`config.mk`:
```
export PLATFORM = sky130hd
export DESIGN_NAME = wfifo_wr_arbiter
export DESIGN_NICKNAME = d
export VERILOG_FILES = /design/src/rtl/wfifo_wr_arbiter.sv
export SDC_FILE = /design/constraint.sdc
export NUM_CORES = 1
export LEC_CHECK = 0
export ABC_CLOCK_PERIOD_IN_PS = 3080
export BUFFER_PORTS_ARGS = -buffer_cell sky130_fd_sc_hd__buf_2
export CORE_MARGIN = 2
export CORE_UTILIZATION = 46
export CTS_CLUSTER_DIAMETER = 120
export DETAILED_ROUTE_END_ITERATION = 7
export GPL_TIMING_DRIVEN = 0
export PLACE_DENSITY = 0.79
export RECOVER_POWER = 25
export SLEW_MARGIN = 40
export SYNTH_ARGS = -nofsm -noshare
export SYNTH_HDL_FRONTEND = slang
export SYNTH_SLANG_ARGS = --single-unit
```
`constraint.sdc`:
```
create_clock -name wclk -period 3.08 [get_ports wclk]
set_clock_uncertainty 0.15 [all_clocks]
set_input_delay 0.462 -clock wclk [delete_from_list [all_inputs] [get_ports wclk]]
set_output_delay 0.462 -clock wclk [all_outputs]
set_load 0.05 [all_outputs]
```
`src/rtl/wfifo_wr_arbiter.sv`:
```
// wfifo_wr_arbiter: round-robin, packet-locked sharing of the async FIFO write port,
// admitting new packets only when enough free entries remain.
module wfifo_wr_arbiter #(
    parameter int DSIZE       = 8,
    parameter int ADDRSIZE    = 4,
    parameter int NREQ        = 3,
    parameter int PKT_RESERVE = 4,
    parameter int AFULL_LVL   = 12
) (
    input  logic                    wclk,
    input  logic                    wrst_n,
    input  logic [NREQ-1:0]         req,
    input  logic [NREQ-1:0]         last,
    input  logic [NREQ*DSIZE-1:0]   din,
    output logic [NREQ-1:0]         ack,
    output logic [NREQ-1:0]         gnt,
    output logic                    fifo_winc,
    output logic [DSIZE-1:0]        fifo_wdata,
    input  logic                    fifo_wfull,
    input  logic [ADDRSIZE:0]       wq2_rptr,
    output logic [ADDRSIZE:0]       wfill,
    output logic                    walmost_full,
    output logic                    busy
);
    localparam int IW = $clog2(NREQ);
    localparam logic [0:0] IDLE = 1'b0;
    localparam logic [0:0] PKT  = 1'b1;

    logic [0:0]      state;
    logic [IW-1:0]   rr_last, own, cand, idx;
    logic            cand_ok, own_last;
    logic [ADDRSIZE:0] wcnt, wcnt_next, rbin, fill_next;

    for (genvar j = 0; j <= ADDRSIZE; j++) begin : g_g2b
        assign rbin[j] = ^wq2_rptr[ADDRSIZE:j];
    end

    assign busy      = state == PKT;
    assign ack       = busy ? gnt & req & {NREQ{~fifo_wfull}} : '0;
    assign fifo_winc = |ack;
    assign own_last  = |(gnt & last);
    assign wcnt_next = wcnt + {{ADDRSIZE{1'b0}}, fifo_winc};
    // Modulo subtraction absorbs pointer wrap; a stale read pointer only overstates fill.
    assign fill_next = wcnt_next - rbin;

    always_comb begin
        cand_ok    = 1'b0;
        cand       = '0;
        idx        = '0;
        fifo_wdata = '0;
        for (int k = NREQ; k >= 1; k--) begin
            idx = IW'((int'(rr_last) + k) % NREQ);
            if (req[idx]) begin
                cand_ok = 1'b1;
                cand    = idx;
            end
        end
        for (int i = 0; i < NREQ; i++)
            if (own == IW'(i)) fifo_wdata = din[i*DSIZE +: DSIZE];
    end

    always_ff @(posedge wclk or negedge wrst_n) begin
        if (!wrst_n) begin
            state        <= IDLE;
            gnt          <= '0;
            own          <= '0;
            rr_last      <= IW'(NREQ - 1);
            wcnt         <= '0;
            wfill        <= '0;
            walmost_full <= 1'b0;
        end else begin
            wcnt         <= wcnt_next;
            wfill        <= fill_next;
            walmost_full <= fill_next >= (ADDRSIZE+1)'(AFULL_LVL);
            if (state == IDLE) begin
                if (cand_ok && wfill <= (ADDRSIZE+1)'((1 << ADDRSIZE) - PKT_RESERVE)) begin
                    state <= PKT;
                    gnt   <= NREQ'(1) << cand;
                    own   <= cand;
                end
            end else if (fifo_winc && own_last) begin
                state   <= IDLE;
                gnt     <= '0;
                rr_last <= own;
            end
        end
    end
endmodule

```
==> impl_metrics.toml <==
[die]
die_h_um = 57.0
core-area_um2 = 2710
num_rows = 19
io_pins = 60
dieArea_um2 = 3240
die_width_um = 57.0
start_util_pct = 47.6

[worst_setup_path]
cp_max_fo = 5
cp-start-kind = "flip-flop"
arrival_ns = 3.00
critPathLaunch = "gnt[2]"
endpoint_kind = "flip-flop"
r2r-start = "gnt[2]"
crit_required_ns = 3.12
crit_type = "reg2reg"

[sta]
drv_slew = 0
grt_setup_unrepaired = "no"
max_freq_ghz = 0.338
finalCriticalPeriod_ns = 2.96
layout_setup_ws_ns = 0.122
tightest_slew_ns = 1.01
finalHoldViolations = 0
finalSetupViolCount = 0
relSlewSlack_pct = 32.4
holdWs_ns = 0.352
post-route-period-util_pct = 96.1

[layout]
final_common_cell = "buf_2"
nNetsFinal = 243
drive_gt1_share_pct = 42.1
layout_common_cells = "buf_2, nand2_1, dfrtp_1"
regArea_um2 = 479
fill_cells = 244
diodes = 0
area_growth_pct = 30.3
multi_input_area_um2 = 754

[logic_synthesis]
synth_top_family_by_area = "compound AO/OA/AOI/OAI gates"
ys_ff_latch = 19
async_flop_share_pct = 100
synth_fa_ha_area_share_pct = 10.1
synth_compound_area_share_pct = 17.1
synthFlopType = "dfrtp_1"
yosysSeqAreaShare_pct = 37.0
synth_mux_area_share_pct = 10.3
synth-simple-area-share_pct = 12.4
yosysWarnings = 0
syn-mean-instance-area_um2 = 9.92
synthDistinctLibCells = 43
synthXorXnorAreaFrac_pct = 8.05
synth-edff-count = 0
yosys.area.top_type = "dfrtp_1"
synth_nets = 177
synth_cells = 130
synthesis.area_um2 = 1290
synth_area_leaders = "dfrtp_1, ha_1, mux2i_1"
synth_top_cell_area_share_pct = 34.9

[detailed_routing]
wire_per_inst_um = 13.2
drc_errors = 0
firstDrtPassIters = 5
final_antenna_net_count = 0
num_vias = 1211
drt-total-wl_um = 2990
viasPerCell = 5.36
initialDrtViolationCount = 40

[power_and_ir_drop]
p_comb_share_pct = 69.0
seq_power_share_pct = 23.9
peakVddDrop_mv = 0.881
p_int_mw = 0.847
p_sw_share_pct = 55.3
switchingPower_mw = 1.05
clock_power_share_pct = 7.1
total_leakage_power_nw = 0.842
power.density_nw_per_um2 = 1130

[cts]
clk_pin_slew_ns = 0.12
numCtsBuffers = 3
clk_root_buffer_cell = "clkbuf_4"
clock_latency_ns = 0.31
cts_max_level = 1
cts_tree = "done"
clkSinkCount = 19
cts_resized = 0
clockBufferDepth = 2

[placement]
place_ws_ns = -0.0729
dpl.hpwl_um = 2440
port_buffers = 59
place.gp.congestion = 0.786

[grt]
grt_pass1_vias = 1127
antenna_found_initial = 0
grt_use_total_pct = 18.7
grt_max_degree = 20
grt_pass1_wl_um = 4760
grt-ovfl-total = 0

[worst_hold_path]
min_path_type = "reg2reg"
min_from = "wcnt[4]"

[run_status]
status = "complete, no violations"

[run]
maxCapViolCount = 0
[power groups by stage]
stage | logic, mW | registers (mW) | clock network [mW]
after floorplan | 0.821 | 0.651 | 0
after global placement | 1.26 | 0.451 | 0
after detailed placement | 1.30 | 0.460 | 0
after CTS | 1.31 | 0.454 | 0.139
after global routing | 1.40 | 0.468 | 0.151
final | 1.31 | 0.454 | 0.135
[metrics by stage]
step	instances	TNS (ns)	utilization (%)	area, um^2	power [mW]
after floorplan	130	0	-	1300	1.47
after global placement	220	-0.0498	60.3	1630	1.71
after detailed placement	220	-0.0836	60.3	1630	1.76
after CTS	225	0	61.8	1670	1.90
after global routing	226	0	62.0	1680	2.02
final	226	0	62.0	1680	1.90
[state kept, by name, indices dropped and copies added (netlist names)]
| register | count |
|---|---|
| busy | 1 |
| wfill | 5 |
| own | 2 |
| walmost_full | 1 |
| wcnt | 5 |
| rr_last | 2 |
| gnt | 3 |
[cell usage after synthesis (2+ instances only)]
library cell / instances
a21oi_1: 2
a222oi_1: 2
a22o_1: 2
buf_2: 2
dfrtp_1: 18
ha_1: 8
inv_1: 10
mux2_4: 2
mux2i_1: 8
nand2_1: 16
nand3_1: 2
nor2_1: 6
nor2b_1: 3
o21ai_1: 10
o31ai_1: 2
or3_1: 2
xnor2_1: 6
xor2_1: 4
[worst max-delay path: stages, from the launching register on]
cell and delay [ns]:
dfrtp_2 0.47, a222oi_1 0.33, buf_4 0.18, nor2_4 0.03
ha_1 0.20, ha_1 0.33, fa_1 0.47, a21o_1 0.18
a21oi_1 0.16, xor2_1 0.23, o31ai_1 0.11
[worst paths after layout]
check,endpoint,slack [ns],cells past startpoint
setup / recovery,walmost_full,0.12,10
hold reg to reg,wcnt[4],0.35,1
setup reg to reg,walmost_full,0.12,10
hold / removal,wcnt[4],0.35,1
min in group asynchronous,busy,0.67,2
max in group asynchronous,gnt[0],1.42,2
[cell type report]
class                           instances  share of cell area [%]
Buffer                                  5                    1.71
Clock buffer                            3                    1.34
Clock inverter                          1                   0.447
Inverter                               10                    2.23
Multi-Input combinational cell         96                    44.9
Sequential cell                        19                    28.5
Tap cell                               31                    2.31
Timing Repair Buffer                   61                    18.5
[routing by layer]
| layer | vias to the layer above | wire length (um) | GRT usage (%) |
|---|---|---|---|
| li1 | 583 | - | - |
| met1 | 586 | 1200 | 21.3 |
| met2 | 34 | 1580 | 33.7 |
| met3 | 8 | 142 | 4.31 |
| met4 | 0 | 67 | 7.31 |
| met5 | - | 0 | 0 |
[logic make-up (layout without fill, tap and decap cells)]
| family | Yosys count | count (layout) |
|---|---|---|
| AOI/OAI and AO/OA | 29 | 29 |
| xor gates and xnor gates | 11 | 11 |
| adders and majority gates | 10 | 10 |
| buffers and inverters | 15 | 80 |
| DFF | 19 | 19 |
| muxes | 12 | 12 |
| and+or+nand+nor | 34 | 34 |
[repair_timing]
item / CTS / global route
hold endpoints to repair: 18 / 0
buffers inserted: 0 / 1
hold buffers: 1 / 0
setup endpoints to repair: 0 / 1
Note: power is estimated with default switching activity, not from simulation.
